<file path="src/rtl/minterm_scan_pkg.sv">
// Shared types and constants for the minterm scan sequencer.
package minterm_scan_pkg;

    typedef enum logic [1:0] {
        ST_IDLE   = 2'd0,
        ST_DRIVE  = 2'd1,
        ST_SAMPLE = 2'd2,
        ST_DONE   = 2'd3
    } scan_state_e;

    localparam logic [3:0] CODE_LAST = 4'd15;
    localparam int         NUM_CODES = 16;

    // Returns the table with the entry at idx replaced by bit_val.
    function automatic logic [NUM_CODES-1:0] table_set(
        input logic [NUM_CODES-1:0] tbl,
        input logic [3:0]           idx,
        input logic                 bit_val
    );
        logic [NUM_CODES-1:0] res;
        res      = tbl;
        res[idx] = bit_val;
        return res;
    endfunction

endpackage

</file>
<file path="src/rtl/minterm_scan_ctrl_if.sv">
// Bundle between the test master/evaluator and the scan controller.
interface minterm_scan_ctrl_if;
    import minterm_scan_pkg::*;

    logic                 start;
    logic                 abort;
    logic [NUM_CODES-1:0] exp_mask;
    logic                 f_in;
    logic [3:0]           code_out;
    logic                 dec_en;
    logic                 busy;
    logic                 done;
    logic                 match;
    logic [NUM_CODES-1:0] truth_table;
    logic [4:0]           ones_count;

    modport master (
        output start, abort, exp_mask, f_in,
        input  code_out, dec_en, busy, done, match, truth_table, ones_count
    );

    modport slave (
        input  start, abort, exp_mask, f_in,
        output code_out, dec_en, busy, done, match, truth_table, ones_count
    );
endinterface

</file>
<file path="src/rtl/minterm_scan_ctrl_settle_timer.sv">
// Settle timer: counts the DRIVE cycles for one code; expire marks the last one.
module scan_settle_timer #(
    parameter int SETTLE = 1
) (
    input  logic clk,
    input  logic rst_n,
    input  logic clear,
    input  logic run,
    output logic expire
);
    localparam int          W             = $clog2(SETTLE + 1);
    localparam logic [W-1:0] LOAD_VAL     = W'(SETTLE - 1);
    localparam logic        FIRST_EXPIRES = (SETTLE == 1);

    logic [W-1:0] cnt_r;
    logic         cnt_zero_s;

    assign cnt_zero_s = (cnt_r == {W{1'b0}});

    // Zero means "first DRIVE cycle": load the remaining count, then count down to one.
    always_ff @(posedge clk or negedge rst_n) begin
        if (!rst_n) begin
            cnt_r <= {W{1'b0}};
        end else if (clear) begin
            cnt_r <= {W{1'b0}};
        end else if (run) begin
            if (cnt_zero_s) begin
                cnt_r <= LOAD_VAL;
            end else begin
                cnt_r <= cnt_r - W'(1);
            end
        end else begin
            cnt_r <= cnt_r;
        end
    end

    // Last DRIVE cycle: immediately for SETTLE=1, otherwise when the count reaches one.
    always_comb begin
        expire = 1'b0;
        if (run) begin
            if (cnt_zero_s) begin
                expire = FIRST_EXPIRES;
            end else begin
                expire = (cnt_r == W'(1));
            end
        end else begin
            expire = 1'b0;
        end
    end
endmodule

</file>
<file path="src/rtl/minterm_scan_ctrl.sv">
// Sweeps all 16 codes of a 4-input evaluator, captures its truth table,
// counts true minterms and compares the table against a latched mask.
module minterm_scan_ctrl
    import minterm_scan_pkg::*;
#(
    parameter int SETTLE = 1
) (
    input  logic                clk,
    input  logic                rst_n,
    minterm_scan_ctrl_if.slave  bus
);
    scan_state_e          state_r, state_nxt;
    logic                 accept_s, take_sample_s, timer_run_s, timer_clear_s, expire_s;
    logic [NUM_CODES-1:0] tt_r, tt_upd_s, mask_r;
    logic [4:0]           ones_r;
    logic [3:0]           code_r;
    logic                 dec_en_r, busy_r, done_r, match_r;

    scan_settle_timer #(.SETTLE(SETTLE)) u_timer (
        .clk    (clk),
        .rst_n  (rst_n),
        .clear  (timer_clear_s),
        .run    (timer_run_s),
        .expire (expire_s)
    );

    assign timer_clear_s = (state_r != ST_DRIVE);
    assign tt_upd_s      = table_set(tt_r, code_r, bus.f_in);

    // State register.
    always_ff @(posedge clk or negedge rst_n) begin
        if (!rst_n) begin
            state_r <= ST_IDLE;
        end else begin
            state_r <= state_nxt;
        end
    end

    // Next-state decode; abort wins over both start and a pending sample.
    always_comb begin
        state_nxt     = state_r;
        accept_s      = 1'b0;
        take_sample_s = 1'b0;
        timer_run_s   = 1'b0;
        case (state_r)
            ST_IDLE: begin
                if (bus.start && !bus.abort) begin
                    accept_s  = 1'b1;
                    state_nxt = ST_DRIVE;
                end else begin
                    state_nxt = ST_IDLE;
                end
            end
            ST_DRIVE: begin
                timer_run_s = 1'b1;
                if (bus.abort) begin
                    state_nxt = ST_IDLE;
                end else if (expire_s) begin
                    state_nxt = ST_SAMPLE;
                end else begin
                    state_nxt = ST_DRIVE;
                end
            end
            ST_SAMPLE: begin
                if (bus.abort) begin
                    state_nxt = ST_IDLE;
                end else begin
                    take_sample_s = 1'b1;
                    state_nxt     = (code_r == CODE_LAST) ? ST_DONE : ST_DRIVE;
                end
            end
            ST_DONE: begin
                state_nxt = ST_IDLE;
            end
            default: begin
                state_nxt = ST_IDLE;
            end
        endcase
    end

    // Capture datapath and registered status outputs derived from the next state.
    always_ff @(posedge clk or negedge rst_n) begin
        if (!rst_n) begin
            mask_r   <= 16'h0000;
            tt_r     <= 16'h0000;
            ones_r   <= 5'd0;
            code_r   <= 4'd0;
            match_r  <= 1'b0;
            dec_en_r <= 1'b0;
            busy_r   <= 1'b0;
            done_r   <= 1'b0;
        end else begin
            if (accept_s) begin
                mask_r  <= bus.exp_mask;
                tt_r    <= 16'h0000;
                ones_r  <= 5'd0;
                code_r  <= 4'd0;
                match_r <= 1'b0;
            end else if (take_sample_s) begin
                tt_r   <= tt_upd_s;
                ones_r <= ones_r + {4'd0, bus.f_in};
                if (code_r == CODE_LAST) begin
                    code_r  <= code_r;
                    match_r <= (tt_upd_s == mask_r);
                end else begin
                    code_r  <= code_r + 4'd1;
                    match_r <= 1'b0;
                end
            end
            dec_en_r <= (state_nxt == ST_DRIVE) || (state_nxt == ST_SAMPLE);
            busy_r   <= (state_nxt == ST_DRIVE) || (state_nxt == ST_SAMPLE);
            done_r   <= (state_nxt == ST_DONE);
        end
    end

    assign bus.code_out    = code_r;
    assign bus.dec_en      = dec_en_r;
    assign bus.busy        = busy_r;
    assign bus.done        = done_r;
    assign bus.match       = match_r;
    assign bus.truth_table = tt_r;
    assign bus.ones_count  = ones_r;
endmodule

</file>
<file path="src/flat_wrapper.sv">
// flat-port wrapper written by rule: the top's interface ports become plain ports
module minterm_scan_ctrl_flat import minterm_scan_pkg::*;
#(
    parameter int SETTLE = 1
)
  (clk, rst_n, bus_start, bus_abort, bus_exp_mask, bus_f_in, bus_code_out, bus_dec_en, bus_busy, bus_done, bus_match, bus_truth_table, bus_ones_count);
  minterm_scan_ctrl_if bus_i ();
  input  logic clk;
  input  logic rst_n;
  input wire logic [$bits(bus_i.start)-1:0] bus_start;
  input wire logic [$bits(bus_i.abort)-1:0] bus_abort;
  input wire logic [$bits(bus_i.exp_mask)-1:0] bus_exp_mask;
  input wire logic [$bits(bus_i.f_in)-1:0] bus_f_in;
  output wire logic [$bits(bus_i.code_out)-1:0] bus_code_out;
  output wire logic [$bits(bus_i.dec_en)-1:0] bus_dec_en;
  output wire logic [$bits(bus_i.busy)-1:0] bus_busy;
  output wire logic [$bits(bus_i.done)-1:0] bus_done;
  output wire logic [$bits(bus_i.match)-1:0] bus_match;
  output wire logic [$bits(bus_i.truth_table)-1:0] bus_truth_table;
  output wire logic [$bits(bus_i.ones_count)-1:0] bus_ones_count;
  assign bus_i.start = bus_start;
  assign bus_i.abort = bus_abort;
  assign bus_i.exp_mask = bus_exp_mask;
  assign bus_i.f_in = bus_f_in;
  assign bus_code_out = bus_i.code_out;
  assign bus_dec_en = bus_i.dec_en;
  assign bus_busy = bus_i.busy;
  assign bus_done = bus_i.done;
  assign bus_match = bus_i.match;
  assign bus_truth_table = bus_i.truth_table;
  assign bus_ones_count = bus_i.ones_count;
  minterm_scan_ctrl #(.SETTLE(SETTLE)) u_core (.clk(clk), .rst_n(rst_n), .bus(bus_i));
endmodule
</file>
<file path="config.mk">
export PLATFORM = sky130hd
export DESIGN_NAME = minterm_scan_ctrl_flat
export DESIGN_NICKNAME = d
export VERILOG_FILES = /design/src/rtl/minterm_scan_pkg.sv /design/src/rtl/minterm_scan_ctrl_if.sv /design/src/rtl/minterm_scan_ctrl_settle_timer.sv /design/src/rtl/minterm_scan_ctrl.sv /design/src/flat_wrapper.sv
export SDC_FILE = /design/constraint.sdc
export NUM_CORES = 1
export LEC_CHECK = 0
export ABC_AREA = 1
export CAP_MARGIN = 40
export CORE_AREA = 8 8 81 83
export CTS_CLUSTER_DIAMETER = 100
export DETAILED_ROUTE_END_ITERATION = 10
export DIE_AREA = 0 0 89 91
export PLACE_DENSITY = 0.89
export SLEW_MARGIN = 20
export SYNTH_ARGS = -nofsm -noshare
export SYNTH_HDL_FRONTEND = slang
export SYNTH_SLANG_ARGS = --single-unit
</file>
<file path="constraint.sdc">
create_clock -name clk -period 1.75 [get_ports clk]
set_input_delay 0.35 -clock clk [delete_from_list [all_inputs] [get_ports clk]]
set_output_delay 0.35 -clock clk [all_outputs]
set_load 0.03 [all_outputs]
</file>
### Word-level counts from Yosys, hierarchy flattened

Cells that the tools add are included.

* add/sub/neg operators: 2
* order comparisons: 2
* equal/unequal tests: 9
* muxes and demuxes: 25
* reductions and logical operators: 7

Operator list (number)
* 2-to-1 mux 16 bit: 2
* bitwise mux 16 bit: 1
* equality test 16 bit: 1
* 2-to-1 mux 4 bit: 3
* 2-to-1 mux 1 bit: 11
* 2-to-1 mux 5 bit: 2
* equality test 2 bit, second input constant: 4
* 2-to-1 mux 2 bit: 4
* case mux 2 bit (4 select lines): 1
* adder 5 x 1 -> 5 bit: 1
* less-than comparator 4 x 5 -> 1 bit, second input constant: 1
* adder 4 x 1 -> 4 bit, second input constant: 1
* demux 1 bit (select 4 bit): 1
* equality test 2 x 1 -> 1 bit, second input constant: 2
* equality test 4 bit, second input constant: 1
* greater-or-equal comparator 4 x 1 -> 1 bit, second input constant: 1
* logical AND 1 bit: 2
* zero test 2 bit: 1
* inequality test 2 x 1 -> 1 bit, second input constant: 1
* AND reduction 2 bit: 1
* nonzero test 2 bit: 1
* zero test 1 bit: 1
* logical OR 1 bit: 1

* bits in registers: 46
* bits of input ports: 21
* output and inout port bits: 29
* word-level logic and storage cells: 53

### Longest topological paths before layout

* depth after elaboration: 9
* mapped depth: 13
* mapped depth without buffers: 12

### Modules after synthesis

Synthesis repeated with hierarchy kept, for this count alone.

* cells, all modules: 349
* area total of the unflattened synthesis: 2636.3 µm²

By module, submodules not included
* minterm_scan_ctrl: instances 1, cells an instance 348, area each 2628.8 µm², seq. area each 1151.1 µm²
* scan_settle_timer: instances 1, cells an instance 1, area each 7.5 µm², seq. area each 0.0 µm²

### Worst setup path after synthesis

Ideal clock, no wire load.

* path type: reg2reg
* from: reg u_core.code_r[0] (netlist: u_core.bus.code_out[0])
* to: reg u_core.match_r (netlist: u_core.bus.match)
* library setup time: 66 ps
* arrival time: 1709 ps
* required time: 1684 ps
* path slack: -24 ps
* cell stages (with the launch flop): 14
* path buffers: 1
* period minus slack after synthesis: 1774 ps
* path through: dfrtp_1 -> inv_1 -> ha_1 -> clkbuf_1 -> inv_1 -> nor2_2 -> nand2_1 -> nand3b_1 -> nand2_1 -> nor2_1 -> nand2_1 -> nor2_1 -> nand3_1 -> nand2_1

* cells in the longest elaborated chain, start to end: 9
* elaborated cells on any way between the ends: 11
* those cells by class: order compare (2); eq/ne (2); mux (6); reduce/logical (1)

Ends and longest elaborated chain
* from (decl): line minterm_scan_ctrl.sv:16 `logic [3:0] code_r;`
* from (signal assigned): line minterm_scan_ctrl.sv:103 `code_r <= code_r;`
* from (signal assigned): line minterm_scan_ctrl.sv:106 `code_r <= code_r + 4'd1;`
* less-than comparator 4 x 5 -> 1 bit (implied by the code) / greater-or-equal comparator 4 x 1 -> 1 bit (equally long branches): line minterm_scan_pkg.sv:22 `res[idx] = bit_val;`
* logical AND 1 bit (implied by the code): line minterm_scan_pkg.sv:22
* 2-to-1 mux 1 bit (implied by the code): line minterm_scan_pkg.sv:22
* demux 1 bit (select 4 bit)
* bitwise mux 16 bit: line minterm_scan_pkg.sv:22
* equality test 16 bit: line minterm_scan_ctrl.sv:104 `match_r <= (tt_upd_s == mask_r);`
* 2-to-1 mux 1 bit *: line minterm_scan_ctrl.sv:102 `if (code_r == CODE_LAST) begin`
* 2-to-1 mux 1 bit *: line minterm_scan_ctrl.sv:99 `end else if (take_sample_s) begin`
* 2-to-1 mux 1 bit *: line minterm_scan_ctrl.sv:93 `if (accept_s) begin`
* to (signal assigned): line minterm_scan_ctrl.sv:104
* to (decl): line minterm_scan_ctrl.sv:17 `logic dec_en_r, busy_r, done_r, match_r;`

Every way passes the cells marked *; elsewhere a longest branch is shown, timed or not. The select of a mux whose other input is x is not followed.
A chain may end at the register's enable or synchronous reset.

### Worst setup path in the final report

Ends and elaborated chain as after synthesis.

==> flow_metrics.py <==
metrics = {
    "outcome": {
        "run_status": "finished with violations",
        "violations": "negative setup slack",
    },
    "global_route": {
        "grt_max_degree": 26,
        "overflow": 0,
        "track_usage": 0.179,
        "grt_pass1_vias": 2615,
        "grt_pass1_wl_um": 11500,
        "antenna_found_initial": 0,
    },
    "pwr": {
        "p_per_area_mw_per_mm2": 940,
        "cellLeakagePower_nw": 1.96,
        "ir_drop_v": 0.000435,
        "finalPower_mw": 3.36,
    },
    "logic_synthesis": {
        "yosys_register_bits": 46,
        "synth_nets": 382,
        "synth_area_mm2": 0.00267,
        "syn_avg_cell_area_um2": 7.55,
        "yosysSeqAreaShare": 0.431,
        "ys_warn_count": 0,
        "synth.distinct_cells": 28,
        "synthCells": 354,
    },
    "sta": {
        "finalSetupTns_ns": -0.0465,
        "tightest_slew_ns": 0.523,
        "final_max_slew_viol_count": 0,
        "max_slew_margin": 0.652,
        "final.period_utilization": 1.03,
        "finClkSkew_ns": 0.00315,
        "hold_violations": 0,
        "rsz0062_at_grt": "yes",
        "setup_ws_ns": -0.0465,
        "finalCriticalPeriod_ns": 1.80,
        "setup_viol": 1,
        "fmax_ghz": 0.557,
    },
    "clock_tree": {
        "cts.clk_slew.worst_paths_ns": 0.08,
        "clkLatencyLatePin_ns": 0.31,
        "cts.sinks": 46,
        "cts_inserted_buffers": 5,
        "clockRootBuffer": "clkbuf_8",
        "ctsHoldBuffers": 0,
        "htree_levels": 2,
        "cts_tree": "built",
        "clockBufferDepth": 2,
    },
    "routing": {
        "antenna_left": 0,
        "vias": 2714,
        "drcViolationCount": 0,
        "drt_pass1_iterations": 6,
        "finalWirelength_um": 7320,
        "viasPerCell": 5.43,
        "drt_iter0_drc": 233,
        "wl_per_cell_um": 14.6,
    },
    "final_layout": {
        "final_util": 0.670,
        "fill_cells": 433,
        "layout_commonest_cell": "nand2_1",
        "fin_nets": 455,
        "layout_common_cells": "94 x nand2_1, 56 x nand3_1, 43 x inv_1, 43 x dfrtp_1, 35 x buf_4",
        "drive_gt1_frac": 0.168,
        "antennaDiodeCount": 0,
        "area_growth_pct": 33.7,
        "design_area_mm2": 0.00358,
    },
    "floorplan": {
        "initial_core_util": 0.501,
        "io_pins": 50,
        "num_rows": 27,
        "core_area_mm2": 0.00534,
        "die_y_um": 91,
        "die_w_um": 89,
        "fp.dieArea_mm2": 0.00810,
    },
    "worst_hold_path": {
        "worstHoldPathType": "input port to asynchronous set/reset pin",
    },
    "run": {
        "max_cap_violations": 0,
    },
    "setup_path": {
        "cp-end-kind": "register",
        "crit_fanout": 6,
        "path_class": "register to register",
        "cp.required_ns": 2.00,
        "critPathArrivalTime_ns": 2.04,
        "critPathLaunchType": "register",
    },
    "place": {
        "dpl.hpwl_um": 5500,
        "dpl_cell_area_mm2": 0.00338,
        "io_buffers": 49,
        "gp_congestion": 0.874,
    },
}
==> worst max-delay path, cell delays in order, from the launching register on <==
cell,delay [ns]
dfrtp_2,0.43
buf_4,0.15
ha_2,0.22
buf_4,0.17
nand2_2,0.07
nand2_1,0.07
nand3_1,0.07
nand2_1,0.05
nor2_1,0.11
nand2_1,0.08
nor2_1,0.14
nand3_1,0.11
nand2_1,0.07
==> report_power, final <==
| group | switching (mW) | internal, mW | leakage, nW |
|---|---|---|---|
| sequential | 0.119 | 1.19 | 0.605 |
| combinational | 0.796 | 0.570 | 1.31 |
| clock | 0.367 | 0.318 | 0.0472 |
| total | 1.28 | 2.08 | 1.96 |
==> per-stage QoR <==
step / setup WS, ns / hold WS (ns) / std cells
after floorplan: 0.0366 / 0.0544 / 354
after global placement: -0.0231 / 0.342 / 490
after detailed placement: -0.119 / 0.350 / 490
after CTS: 0.00353 / 0.0231 / 498
after global routing: -0.151 / 0.0341 / 500
final: -0.0465 / 0.00767 / 500
==> final cells by class <==
class / instances / area (um2) / share of cell area
Sequential cell: 46 / 1150 / 0.323
Clock buffer: 6 / 82.6 / 0.0231
Tap cell: 72 / 90.1 / 0.0252
Multi-Input combinational cell: 244 / 1260 / 0.352
Timing Repair Buffer: 84 / 806 / 0.225
Inverter: 46 / 173 / 0.0483
Clock inverter: 2 / 12.5 / 0.00350
==> synthesized netlist by cell type <==
master,count,area share
nand3_2,3,0.011
nand3_1,57,0.11
buf_4,3,0.0084
nand4_1,7,0.016
a21oi_1,4,0.0075
nand2_1,95,0.13
o21ai_0,31,0.058
nand3b_1,2,0.0056
nand2_2,3,0.0070
inv_1,45,0.063
inv_2,1,0.0014
buf_6,4,0.017
nor2_2,3,0.0070
o21ai_1,2,0.0037
nor2_4,2,0.0084
and3_1,1,0.0023
nor3_1,1,0.0019
clkbuf_8,2,0.010
dfrtp_1,46,0.43
o21ai_2,2,0.0066
nor2_1,14,0.020
clkbuf_1,3,0.0042
o22ai_1,6,0.014
buf_2,5,0.0094
a31oi_1,1,0.0023
clkbuf_4,1,0.0028
ha_1,7,0.033
o211ai_1,3,0.0084
==> repair_timing <==
item                                    in CTS  in global routing
resized for setup                            4                 28
endpoints found under the setup margin       3                 17
buffers inserted                             0                  2
==> metal layers <==
| metal | part of all wire | vias to the layer above | global-route usage |
|---|---|---|---|
| li1 | - | 1298 | - |
| met1 | 0.39 | 1285 | 0.202 |
| met2 | 0.52 | 109 | 0.310 |
| met3 | 0.061 | 22 | 0.0360 |
| met4 | 0.026 | 0 | 0.0846 |
| met5 | 0 | - | 0 |
==> sequential cells by signal, summed over array words and instances (netlist names) <==
register,flops
u_core.bus.truth_table,16
u_core.state_r,2
u_core.bus.ones_count,5
u_core.mask_r,16
u_core.bus.done,1
u_core.bus.dec_en,1
u_core.bus.code_out,4
u_core.bus.match,1
==> logic make-up after synthesis <==
kind of cell | after synthesis | share of synthesized area
AOI/OAI and AO/OA | 49 | 0.101
adders and majority gates | 7 | 0.0328
buffers and inverters | 64 | 0.117
DFF | 46 | 0.431
and+or+nand+nor | 188 | 0.320
==> path summary, 6_finish.rpt <==
path / from / to / slack [ns] / cells after the start
worst max register to register: u_core.bus.code_out[0]$_DFFE_PN0P_ / u_core.bus.match$_DFFE_PN0P_ / -0.05 / 12
worst max-delay path: u_core.bus.code_out[0]$_DFFE_PN0P_ / u_core.bus.match$_DFFE_PN0P_ / -0.05 / 12
max in group asynchronous: rst_n / u_core.bus.code_out[2]$_DFFE_PN0P_ / 1.23 / 2
min in group clk: u_core.bus.ones_count[3]$_DFFE_PN0P_ / u_core.bus.ones_count[3]$_DFFE_PN0P_ / 0.50 / 1
worst min register to register: u_core.bus.ones_count[3]$_DFFE_PN0P_ / u_core.bus.ones_count[3]$_DFFE_PN0P_ / 0.50 / 1
worst min-delay path: rst_n / u_core.bus.ones_count[3]$_DFFE_PN0P_ / 0.008 / 1
Note: power is estimated with default switching activity, not from simulation.
